File: src/rtl/ct_l2c_spsram_128x144_ctrl.sv
// Request-side controller for the 128x144 single-port L2C SRAM macro: zero-init after
// reset, valid/ready request conversion to active-low macro pins, 3-entry response FIFO.
module ct_l2c_spsram_128x144_ctrl #(
   parameter int unsigned ADDR_WIDTH = 7,
   parameter int unsigned DATA_WIDTH = 144
) (
   input  logic                  forever_cpuclk,
   input  logic                  cpurst_b,
   output logic                  init_done,
   input  logic                  req_vld,
   output logic                  req_rdy,
   input  logic                  req_wr,
   input  logic [ADDR_WIDTH-1:0] req_addr,
   input  logic [DATA_WIDTH-1:0] req_wdata,
   input  logic [DATA_WIDTH-1:0] req_wmask,
   output logic                  rsp_vld,
   input  logic                  rsp_rdy,
   output logic [DATA_WIDTH-1:0] rsp_rdata,
   output logic [ADDR_WIDTH-1:0] sram_a,
   output logic                  sram_cen,
   output logic                  sram_gwen,
   output logic [DATA_WIDTH-1:0] sram_wen,
   output logic [DATA_WIDTH-1:0] sram_d,
   input  logic [DATA_WIDTH-1:0] sram_q
);

   localparam int unsigned DEPTH      = 1 << ADDR_WIDTH;
   localparam int unsigned FIFO_DEPTH = 3;
   localparam int unsigned PTR_W      = 2;
   localparam int unsigned OCC_W      = 3;

   localparam logic [0:0] ST_INIT = 1'b0;
   localparam logic [0:0] ST_RUN  = 1'b1;

   localparam logic [ADDR_WIDTH-1:0] LAST_ADDR = ADDR_WIDTH'(DEPTH - 1);
   localparam logic [PTR_W-1:0]      LAST_PTR  = PTR_W'(FIFO_DEPTH - 1);

   logic [0:0]            state_q, state_d;
   logic [ADDR_WIDTH-1:0] init_addr_q, init_addr_d;
   logic                  rd_pend_q, rd_pend_d;
   logic [PTR_W-1:0]      wr_ptr_q, wr_ptr_d;
   logic [PTR_W-1:0]      rd_ptr_q, rd_ptr_d;
   logic [PTR_W-1:0]      cnt_q, cnt_d;
   logic [DATA_WIDTH-1:0] fifo_q [FIFO_DEPTH];
   logic [DATA_WIDTH-1:0] fifo_d [FIFO_DEPTH];

   logic                  in_run;
   logic                  accept;
   logic                  push;
   logic                  pop;
   logic [OCC_W-1:0]      occ;

   function automatic logic [PTR_W-1:0] ptr_inc(input logic [PTR_W-1:0] p);
      return (p == LAST_PTR) ? '0 : p + PTR_W'(1);
   endfunction

   // Handshake and credit: occupancy counts queued plus in-flight reads (registered only)
   always_comb begin
      occ       = OCC_W'(cnt_q) + OCC_W'(rd_pend_q);
      in_run    = cpurst_b & (state_q == ST_RUN);
      init_done = in_run;
      req_rdy   = in_run & (req_wr | (occ < OCC_W'(FIFO_DEPTH)));
      accept    = req_vld & req_rdy;
      rsp_vld   = cpurst_b & (cnt_q != '0);
      rsp_rdata = rsp_vld ? fifo_q[rd_ptr_q] : '0;
      push      = rd_pend_q;
      pop       = rsp_vld & rsp_rdy;
   end

   // Macro pins: init sweep writes zeros, otherwise follow the accepted request
   always_comb begin
      sram_cen  = 1'b1;
      sram_gwen = 1'b1;
      sram_wen  = '1;
      sram_a    = '0;
      sram_d    = '0;
      if (cpurst_b) begin
         if (state_q == ST_INIT) begin
            sram_cen  = 1'b0;
            sram_gwen = 1'b0;
            sram_wen  = '0;
            sram_a    = init_addr_q;
         end else if (accept) begin
            sram_cen = 1'b0;
            sram_a   = req_addr;
            if (req_wr) begin
               sram_gwen = 1'b0;
               sram_wen  = ~req_wmask;
               sram_d    = req_wdata;
            end
         end
      end
   end

   always_comb begin
      state_d     = state_q;
      init_addr_d = init_addr_q;
      if (state_q == ST_INIT) begin
         if (init_addr_q == LAST_ADDR) begin
            state_d = ST_RUN;
         end else begin
            init_addr_d = init_addr_q + ADDR_WIDTH'(1);
         end
      end
   end

   // Response FIFO: Q is captured the cycle after a read access
   always_comb begin
      rd_pend_d = accept & ~req_wr;
      fifo_d    = fifo_q;
      wr_ptr_d  = wr_ptr_q;
      rd_ptr_d  = rd_ptr_q;
      cnt_d     = cnt_q;
      if (push) begin
         fifo_d[wr_ptr_q] = sram_q;
         wr_ptr_d         = ptr_inc(wr_ptr_q);
      end
      if (pop) begin
         rd_ptr_d = ptr_inc(rd_ptr_q);
      end
      case ({push, pop})
         2'b10:   cnt_d = cnt_q + PTR_W'(1);
         2'b01:   cnt_d = cnt_q - PTR_W'(1);
         default: cnt_d = cnt_q;
      endcase
   end

   always_ff @(posedge forever_cpuclk) begin
      if (!cpurst_b) begin
         state_q     <= ST_INIT;
         init_addr_q <= '0;
         rd_pend_q   <= 1'b0;
         wr_ptr_q    <= '0;
         rd_ptr_q    <= '0;
         cnt_q       <= '0;
      end else begin
         state_q     <= state_d;
         init_addr_q <= init_addr_d;
         rd_pend_q   <= rd_pend_d;
         wr_ptr_q    <= wr_ptr_d;
         rd_ptr_q    <= rd_ptr_d;
         cnt_q       <= cnt_d;
      end
   end

   always_ff @(posedge forever_cpuclk) begin
      fifo_q <= fifo_d;
   end

endmodule

File: config.mk
export PLATFORM = sky130hd
export DESIGN_NAME = ct_l2c_spsram_128x144_ctrl
export DESIGN_NICKNAME = d
export VERILOG_FILES = /design/src/rtl/ct_l2c_spsram_128x144_ctrl.sv
export SDC_FILE = /design/constraint.sdc
export NUM_CORES = 1
export LEC_CHECK = 0
export CORE_AREA = 2 2 346 348
export CTS_CLUSTER_DIAMETER = 100
export DETAILED_ROUTE_END_ITERATION = 10
export DIE_AREA = 0 0 348 350
export GPL_ROUTABILITY_DRIVEN = 1
export SLEW_MARGIN = 5
export SYNTH_ARGS = -nofsm -noshare
export SYNTH_HDL_FRONTEND = slang
export SYNTH_SLANG_ARGS = --single-unit
File: constraint.sdc
create_clock -name forever_cpuclk -period 27.1 [get_ports forever_cpuclk]
set_input_delay 2.71 -clock forever_cpuclk [delete_from_list [all_inputs] [get_ports forever_cpuclk]]
set_output_delay 2.71 -clock forever_cpuclk [all_outputs]
set_load 0.005 [all_outputs]
* Yosys cells after proc, flatten, opt, wreduce, memory -nomap -nowiden
Index checks and enable logic that the tools add are counted.
** Storage, ports and cells
- Register bits :: 447
- Bits of input ports :: 444
- Output and inout bits :: 444
- Logic and storage cells :: 71
** Operators by class
- Add/subtract/negate cells :: 6
- Magnitude comparators :: 4
- Equal/unequal tests :: 5
- Muxes and demuxes :: 30
- Bitwise operators :: 13
- Reduce and logical (&&, ||, !) cells :: 4
** Operators by type and width (number)
- 144-bit 2-to-1 mux :: 12
- 432-bit bitwise mux :: 1
- 144-bit binary-select mux with 2-bit select :: 1
- 144-bit demux with 2-bit select :: 1
- 144-bit NOT :: 1
- 7-bit 2-to-1 mux :: 3
- 1-bit 2-to-1 mux :: 9
- 7-bit by 1-bit adder with 7-bit output, second input constant :: 1
- 7-bit == test, second input constant :: 1
- 2-bit by 1-bit adder with 2-bit output, second input constant :: 3
- 1-bit bitwise AND :: 6
- 2-bit == test, second input constant :: 3
- 3-bit greater-or-equal comparator, second input constant :: 2
- 2-bit NOT with 3-bit output :: 2
- 2-bit 2-to-1 mux :: 2
- 2-bit case mux with 2 select lines :: 1
- 2-bit nonzero test :: 2
- 2-bit by 1-bit adder with 3-bit output :: 1
- 3-bit by 1-bit less-than comparator with 1-bit output, second input constant :: 1
- 3-bit by 2-bit less-than comparator with 1-bit output, second input constant :: 1
- 1-bit NOT :: 3
- 2-bit by 1-bit == test with 1-bit output, second input constant :: 1
- 2-bit AND reduction :: 1
- 2-bit by 1-bit subtractor with 2-bit output, second input constant :: 1
- other kinds (2) :: 2

* Longest topological paths before layout
Gate-level depths: netlist of the first run.
- Depth after elaboration :: 8
- Depth in mapped cells :: 7
- Depth with buffers taken out :: 6

* Least setup slack after synthesis of the first run
No wires, ideal clock.
- Kind :: flip-flop to flip-flop
- From :: register rd_pend_q, in the netlist push
- To :: register fifo_q[0] (netlist name), enable pin
- Library setup time :: 852 ps
- Data arrival time :: 10835 ps
- Data required time :: 26248 ps
- Setup slack :: 15413 ps
- Stages on the path, launching flop included :: 3
- Buffers on the path :: 0
- Clock period less this slack :: 11687 ps
- Cells stage by stage :: dfxtp_1 inv_1 nor3b_1
** RTL lines
- from (decl) :: RTL line 40 : logic rd_pend_q, rd_pend_d;
- from (signal assigned) :: RTL line 139 : rd_pend_q <= rd_pend_d;
- to (signal assigned) :: RTL line 147 : fifo_q <= fifo_d;
- to (decl) :: RTL line 44 : logic [DATA_WIDTH-1:0] fifo_q [FIFO_DEPTH];
No word-level cell between the ends.

* Worst setup path in the final report of the first run
- From :: input port cpurst_b
- To :: output port sram_wen[32]
** Between the ends
- Cells in the longest elaborated chain, start to end :: 6
** RTL lines
- from (decl) :: RTL line 8 : input logic cpurst_b,
- 1-bit bitwise AND :: RTL line 60 : in_run = cpurst_b & (state_q == ST_RUN);
- 1-bit bitwise AND :: RTL line 62 : req_rdy = in_run & (req_wr | (occ < OCC_W'(FIFO_DEPTH)));
- 1-bit bitwise AND :: RTL line 63 : accept = req_vld & req_rdy;
- 144-bit 2-to-1 mux :: RTL line 83 : end else if (accept) begin
- 144-bit 2-to-1 mux :: RTL line 78 : if (state_q == ST_INIT) begin
- 144-bit 2-to-1 mux * :: RTL line 77 : if (cpurst_b) begin
- to (decl) :: RTL line 22 : output logic [DATA_WIDTH-1:0] sram_wen,
Every way passes the cells marked *; elsewhere a longest branch is shown, timed or not.

==> results.ini, run 1 <==
[cts]
cts_tree=built
clock_tree.buffer_depth=3
insertion_delay_ns=0.63
hold_buffers=0
root_buffer=clkbuf_16
cts_setup_buffers=0
cts_made_buffers=52
cts_sinks=447
cts.clk_slew.worst_paths_ns=0.05
htree_levels=2
cts_resized=0

[sta]
max_freq_mhz=118
fin_hold_ws_ns=0.515
setup_tns_ns=0
fin_crit_ns=8.50
setup_viol_count_final=0
rsz0062_at_grt=false
slew_violations=0
post-route-period-util_pct=31.4
tightest_slew_ns=1.21
fin_ws_ns=18.60
hold_violations=0
maxSlewHeadroom_pct=19.5
clock_skew_ns=0.0354

[critical_path]
critPathCaptureType=output port
cp.buffers_inverters=6
critPathLaunchType=primary input
crit_chain=clkdlybuf4s50_1, buf_4, inv_4, nor2_4, buf_4, buf_4, o21ai_0, clkdlybuf4s50_1
cp_slowest_stage_delay_ns=0.75
worstPathRequired_ns=24.39
critical_path_class=in -> out
cpMostUsedCell=buf_4
critPathTopFamily=buffers and inverters
worstPathMaxFanout=114
critPathArrivalTime_ns=5.79
crit_slowest_cell=buf_4

[finish]
fill_cells=12200
design_area_sq_um=31800
mostFrequentLayoutCell=clkdlybuf4s50_1
layout_common_cells=clkdlybuf4s50_1, edfxtp_1, nand2_1
layout.nets=2802
drive_gt1_share_pct=5.11
finalCoreUtilization_pct=27.0
syn_to_final_growth_pct=61.1

[logic_synthesis]
synth_top_area_share_pct=65.8
synth_seq_cells=447
netlist_area_sq_um=19700
yosys_warnings=0
synth_cell_type_count=48
synth_flop_cell=edfxtp_1
avgSynthCellArea_sq_um=13.1
ys_async_sr_fraction_pct=0
synthesis.nets=1951
synth_edf_count=432
synth_top_area_cell=edfxtp_1
yosys-top-cells-area=edfxtp_1, mux2i_1, and2_1
synth_seq_area_share_pct=67.4
postSynthCellCount=1503

[floorplanning]
start_util_pct=16.7
design.core.area_sq_um=118000
die_w_um=348
die-area_sq_um=122000
die_h_um=350
io_pins=888
rows=126

[route]
routed_wl_um=110000
drcViolationCount=0
first_pass_iters=7
drtAntennaViolNets=0
vias=15900
drtIter0Drc=1007
drt-wirelength-per-cell_um=28.0
vias_per_cell=4.04

[outcome]
status=complete, no violations

[placement]
gp_congestion=0.932
place_area_sq_um=30000
dpl_worst_slack_ns=18.68
port_buffers=887
dp_hpwl_um=86900

[global_routing]
antenna_found_initial=60
grt_pass1_vias=15200
grt_first_pass_wirelength_um=142000
grt_max_degree=145
gr-total-overflow=0
grt.total_usage_pct=17.4

[power_and_ir_drop]
p_per_area_nw_per_um2=50.0
ir_worst_vdd_v=0.0000591
p_leak_nw=9.87

[run]
drv_cap=0

[hold_path]
hold_class=reg -> reg

## cell usage after synthesis (2+ instances only)
cell type,number
nor2_4,2
inv_1,5
or3_1,2
buf_4,6
and3_1,2
a22o_1,4
o2bb2ai_1,2
or2_2,17
edfxtp_1,432
o21a_1,2
and2_1,144
o21ai_0,130
mux2i_1,146
buf_6,5
or2_0,127
nor2_1,7
nand2_1,153
clkbuf_1,62
ha_1,4
a31oi_1,4
dfxtp_1,15
nor2b_1,5
a21oi_1,149
nand2_2,2
buf_8,11
clkbuf_2,6
o21ai_1,17
buf_2,21
buf_12,2
## flip-flops by register name, summed over array words and instances (netlist names)
name and cells:
fifo_q 432, rd_ptr_q 2, wr_ptr_q 2, state_q 1, cnt_q 2, push 1
init_addr_q 7
## where the power goes
part	internal, W	switching [W]
Sequential	0.000757	0.00000121
Combinational	0.0000836	0.0000559
Clock	0.000410	0.000281
## through the flow
step,cells,total power (W)
floorplan,1503,0.000788
global placement,3836,0.000910
detailed placement,3836,0.000910
CTS,3925,0.00161
global route,3929,0.00164
finish,3938,0.00159
## kinds of logic (layout without fill, tap and decap cells)
logic type               Yosys count  count (layout)  share of synthesized area, %
AND/OR/NAND/NOR                  468             468                          12.9
flip-flops                       447             447                          67.4
AO/OA/AOI/OAI                    316             316                          8.40
multiplexers                     146             146                          7.42
buffers and inverters            120            1006                          3.57
adder cells (fa/ha/maj)            4               4                         0.254
XOR/XNOR                           2               2                        0.0889
other                              0              13                             0
## metal layers
layer	global-route usage, %	vias to the layer above	share of wire [%]
met5	0	-	0.15
met4	3.49	24	1.6
met3	7.30	163	10
met2	26.4	780	44
met1	23.0	7837	45
li1	-	7117	-
## worst reg2reg max path, cell delays in order (launching register included)
cell	delay, ns
dfxtp_1	0.43
inv_1	0.13
nor3_2	0.21
buf_4	0.52
buf_4	0.78
buf_4	0.92
## area by class of cell
cell class	count	area [sq um]	share of cell area [%]
antenna	13	32.5	0.102
clock buffer	62	1340	4.22
clock inverter	27	334	1.05
inverter	6	25.0	0.0788
multi-input combinational	936	5760	18.1
sequential	447	13300	41.8
tap	1536	1920	6.05
timing repair buffer	911	9060	28.5
## final timing paths
path,cells after the start,start,slack [ns],to
setup / recovery,8,cpurst_b,18.60,sram_wen[32]
setup reg to reg,5,push$_SDFF_PN0_,23.68,fifo_q[294]$_DFFE_PP_
hold reg to reg,2,init_addr_q[6]$_SDFFE_PN0P_,0.52,init_addr_q[4]$_SDFFE_PN0P_
hold / removal,2,init_addr_q[6]$_SDFFE_PN0P_,0.52,init_addr_q[4]$_SDFFE_PN0P_
Power figures use the tool's default switching activity.
==> run 2: changes to the inputs <==
Settings changed: CORE_AREA 2 2 346 348 to 2 2 341 343, DIE_AREA 0 0 348 350 to 0 0 343 345.
Clock period 27.1 ns to 8.09 ns, I/O delays scaled along.
==> run 2 against run 1 <==
  * Power grew to 3.4 times the previous value
  * Critical path depth down 3
  * Cell count decreased by 0.20%
  * Register-to-register slack worse by 18 ns
  * Combinational power grew to 3.3 times the previous value
  * Wire length shrank 3.5%
  * Die area shrank 2.8%
==> results.ini, run 2 (same netlist as run 1, synthesis figures left out) <==
[outcome]
status=complete, no violations

[finish]
drive_gt1_share_pct=5.19
syn_to_final_growth_pct=61.5
largest_register_ffs=432
design_area_sq_um=31800
mostFrequentLayoutCell=clkdlybuf4s50_1
top_register=fifo_q
layout_common_cells=clkdlybuf4s50_1, edfxtp_1, nand2_1
layout.nets=2796
reg_top3=fifo_q x432, init_addr_q x7
layout.cells.non_filler=3930

[sta]
setup_viol_count_final=0
setup_tns_ns=0
tightest_slew_ns=1.10
maxSlewHeadroom_pct=26.7
post-route-period-util_pct=65.5
fin_hold_ws_ns=0.519
hold_violations=0
fin_ws_ns=2.79
rsz0062_at_grt=false
fin_crit_ns=5.30
max_freq_mhz=189
slew_violations=0
clock_skew_ns=0.0191

[global_routing]
grt_pass1_vias=15200
antenna_found_initial=49
grt_first_pass_wirelength_um=139000
gr-total-overflow=0
grt.total_usage_pct=17.4
grt_max_degree=135

[route]
routed_wl_um=107000
vias=15700
first_pass_iters=7
drcViolationCount=0
drt-wirelength-per-cell_um=27.1
vias_per_cell=4.00
drtAntennaViolNets=0
drtIter0Drc=977

[floorplanning]
start_util_pct=17.1
design.core.area_sq_um=115000
io_pins=888
rows=125
die-area_sq_um=118000
die_h_um=345
die_w_um=343

[critical_path]
critPathCaptureType=output port
worstPathMaxFanout=65
critPathArrivalTime_ns=4.49
worstPathRequired_ns=7.28
critical_path_class=reg -> out
critPathLaunchType=flop

[power_and_ir_drop]
p_leak_nw=9.88
p_per_area_nw_per_um2=168
ir_worst_vdd_v=0.000174

[cts]
root_buffer=clkbuf_16
hold_buffers=0
cts.clk_slew.worst_paths_ns=0.06
cts_tree=built
insertion_delay_ns=0.63
cts_made_buffers=53
cts_resized=0
htree_levels=2
cts_sinks=447
cts_setup_buffers=0
clock_tree.buffer_depth=3

[placement]
dp_hpwl_um=83400
place_area_sq_um=30100
dpl_worst_slack_ns=3.30
port_buffers=887
placedCellCount=3817
gp_congestion=0.921

[hold_path]
hold_class=reg -> reg

[run]
drv_cap=0

run 2: critical path, cell delays in order (launching register included):
cell and delay [ns]:
dfxtp_4 0.85, nor2b_4 0.77, buf_4 0.75, nand2_1 0.12, a21oi_1 0.65, clkdlybuf4s50_1 0.67
run 2: final timing paths:
kind,startpoint,to,slack [ns],cells after the start
min,init_addr_q[1]$_SDFFE_PN0P_,init_addr_q[1]$_SDFFE_PN0P_,0.52,2
max,rd_ptr_q[1]$_SDFFE_PN0P_,rsp_rdata[134],2.79,5
max reg2reg,wr_ptr_q[0]$_SDFFE_PN0P_,fifo_q[244]$_DFFE_PP_,5.58,4
min reg2reg,init_addr_q[1]$_SDFFE_PN0P_,init_addr_q[1]$_SDFFE_PN0P_,0.52,2
run 2: routing by layer:
metal / global-route usage [%] / wire length, um
met1: 24.0 / 47800
met2: 26.3 / 46700
met3: 5.05 / 9490
met4: 4.74 / 2450
met5: 0 / 48
run 2: cell type report:
| class | instances | area, sq um |
|---|---|---|
| Fill cell | 11900 | 83300 |
| Sequential cell | 447 | 13300 |
| Timing Repair Buffer | 904 | 9070 |
| Multi-Input combinational cell | 936 | 5770 |
| Tap cell | 1524 | 1910 |
| Clock buffer | 62 | 1360 |
| Clock inverter | 33 | 353 |
| Antenna cell | 18 | 45.0 |
| Inverter | 6 | 25.0 |
run 2: per-stage QoR:
step	util [%]	power (W)
2_1_floorplan	-	0.00264
3_3_place_gp	26.1	0.00304
3_5_place_dp	26.1	0.00304
4_1_cts	27.6	0.00541
5_1_grt	27.6	0.00553
6_report	27.6	0.00534
run 2: power breakdown:
group	switching, W	leakage, nW	total [W]	internal (W)
registers	0.00000180	4.00	0.00254	0.00254
logic	0.000185	5.03	0.000464	0.000280
clock network	0.000963	0.838	0.00234	0.00137
total	0.00115	9.88	0.00534	0.00419
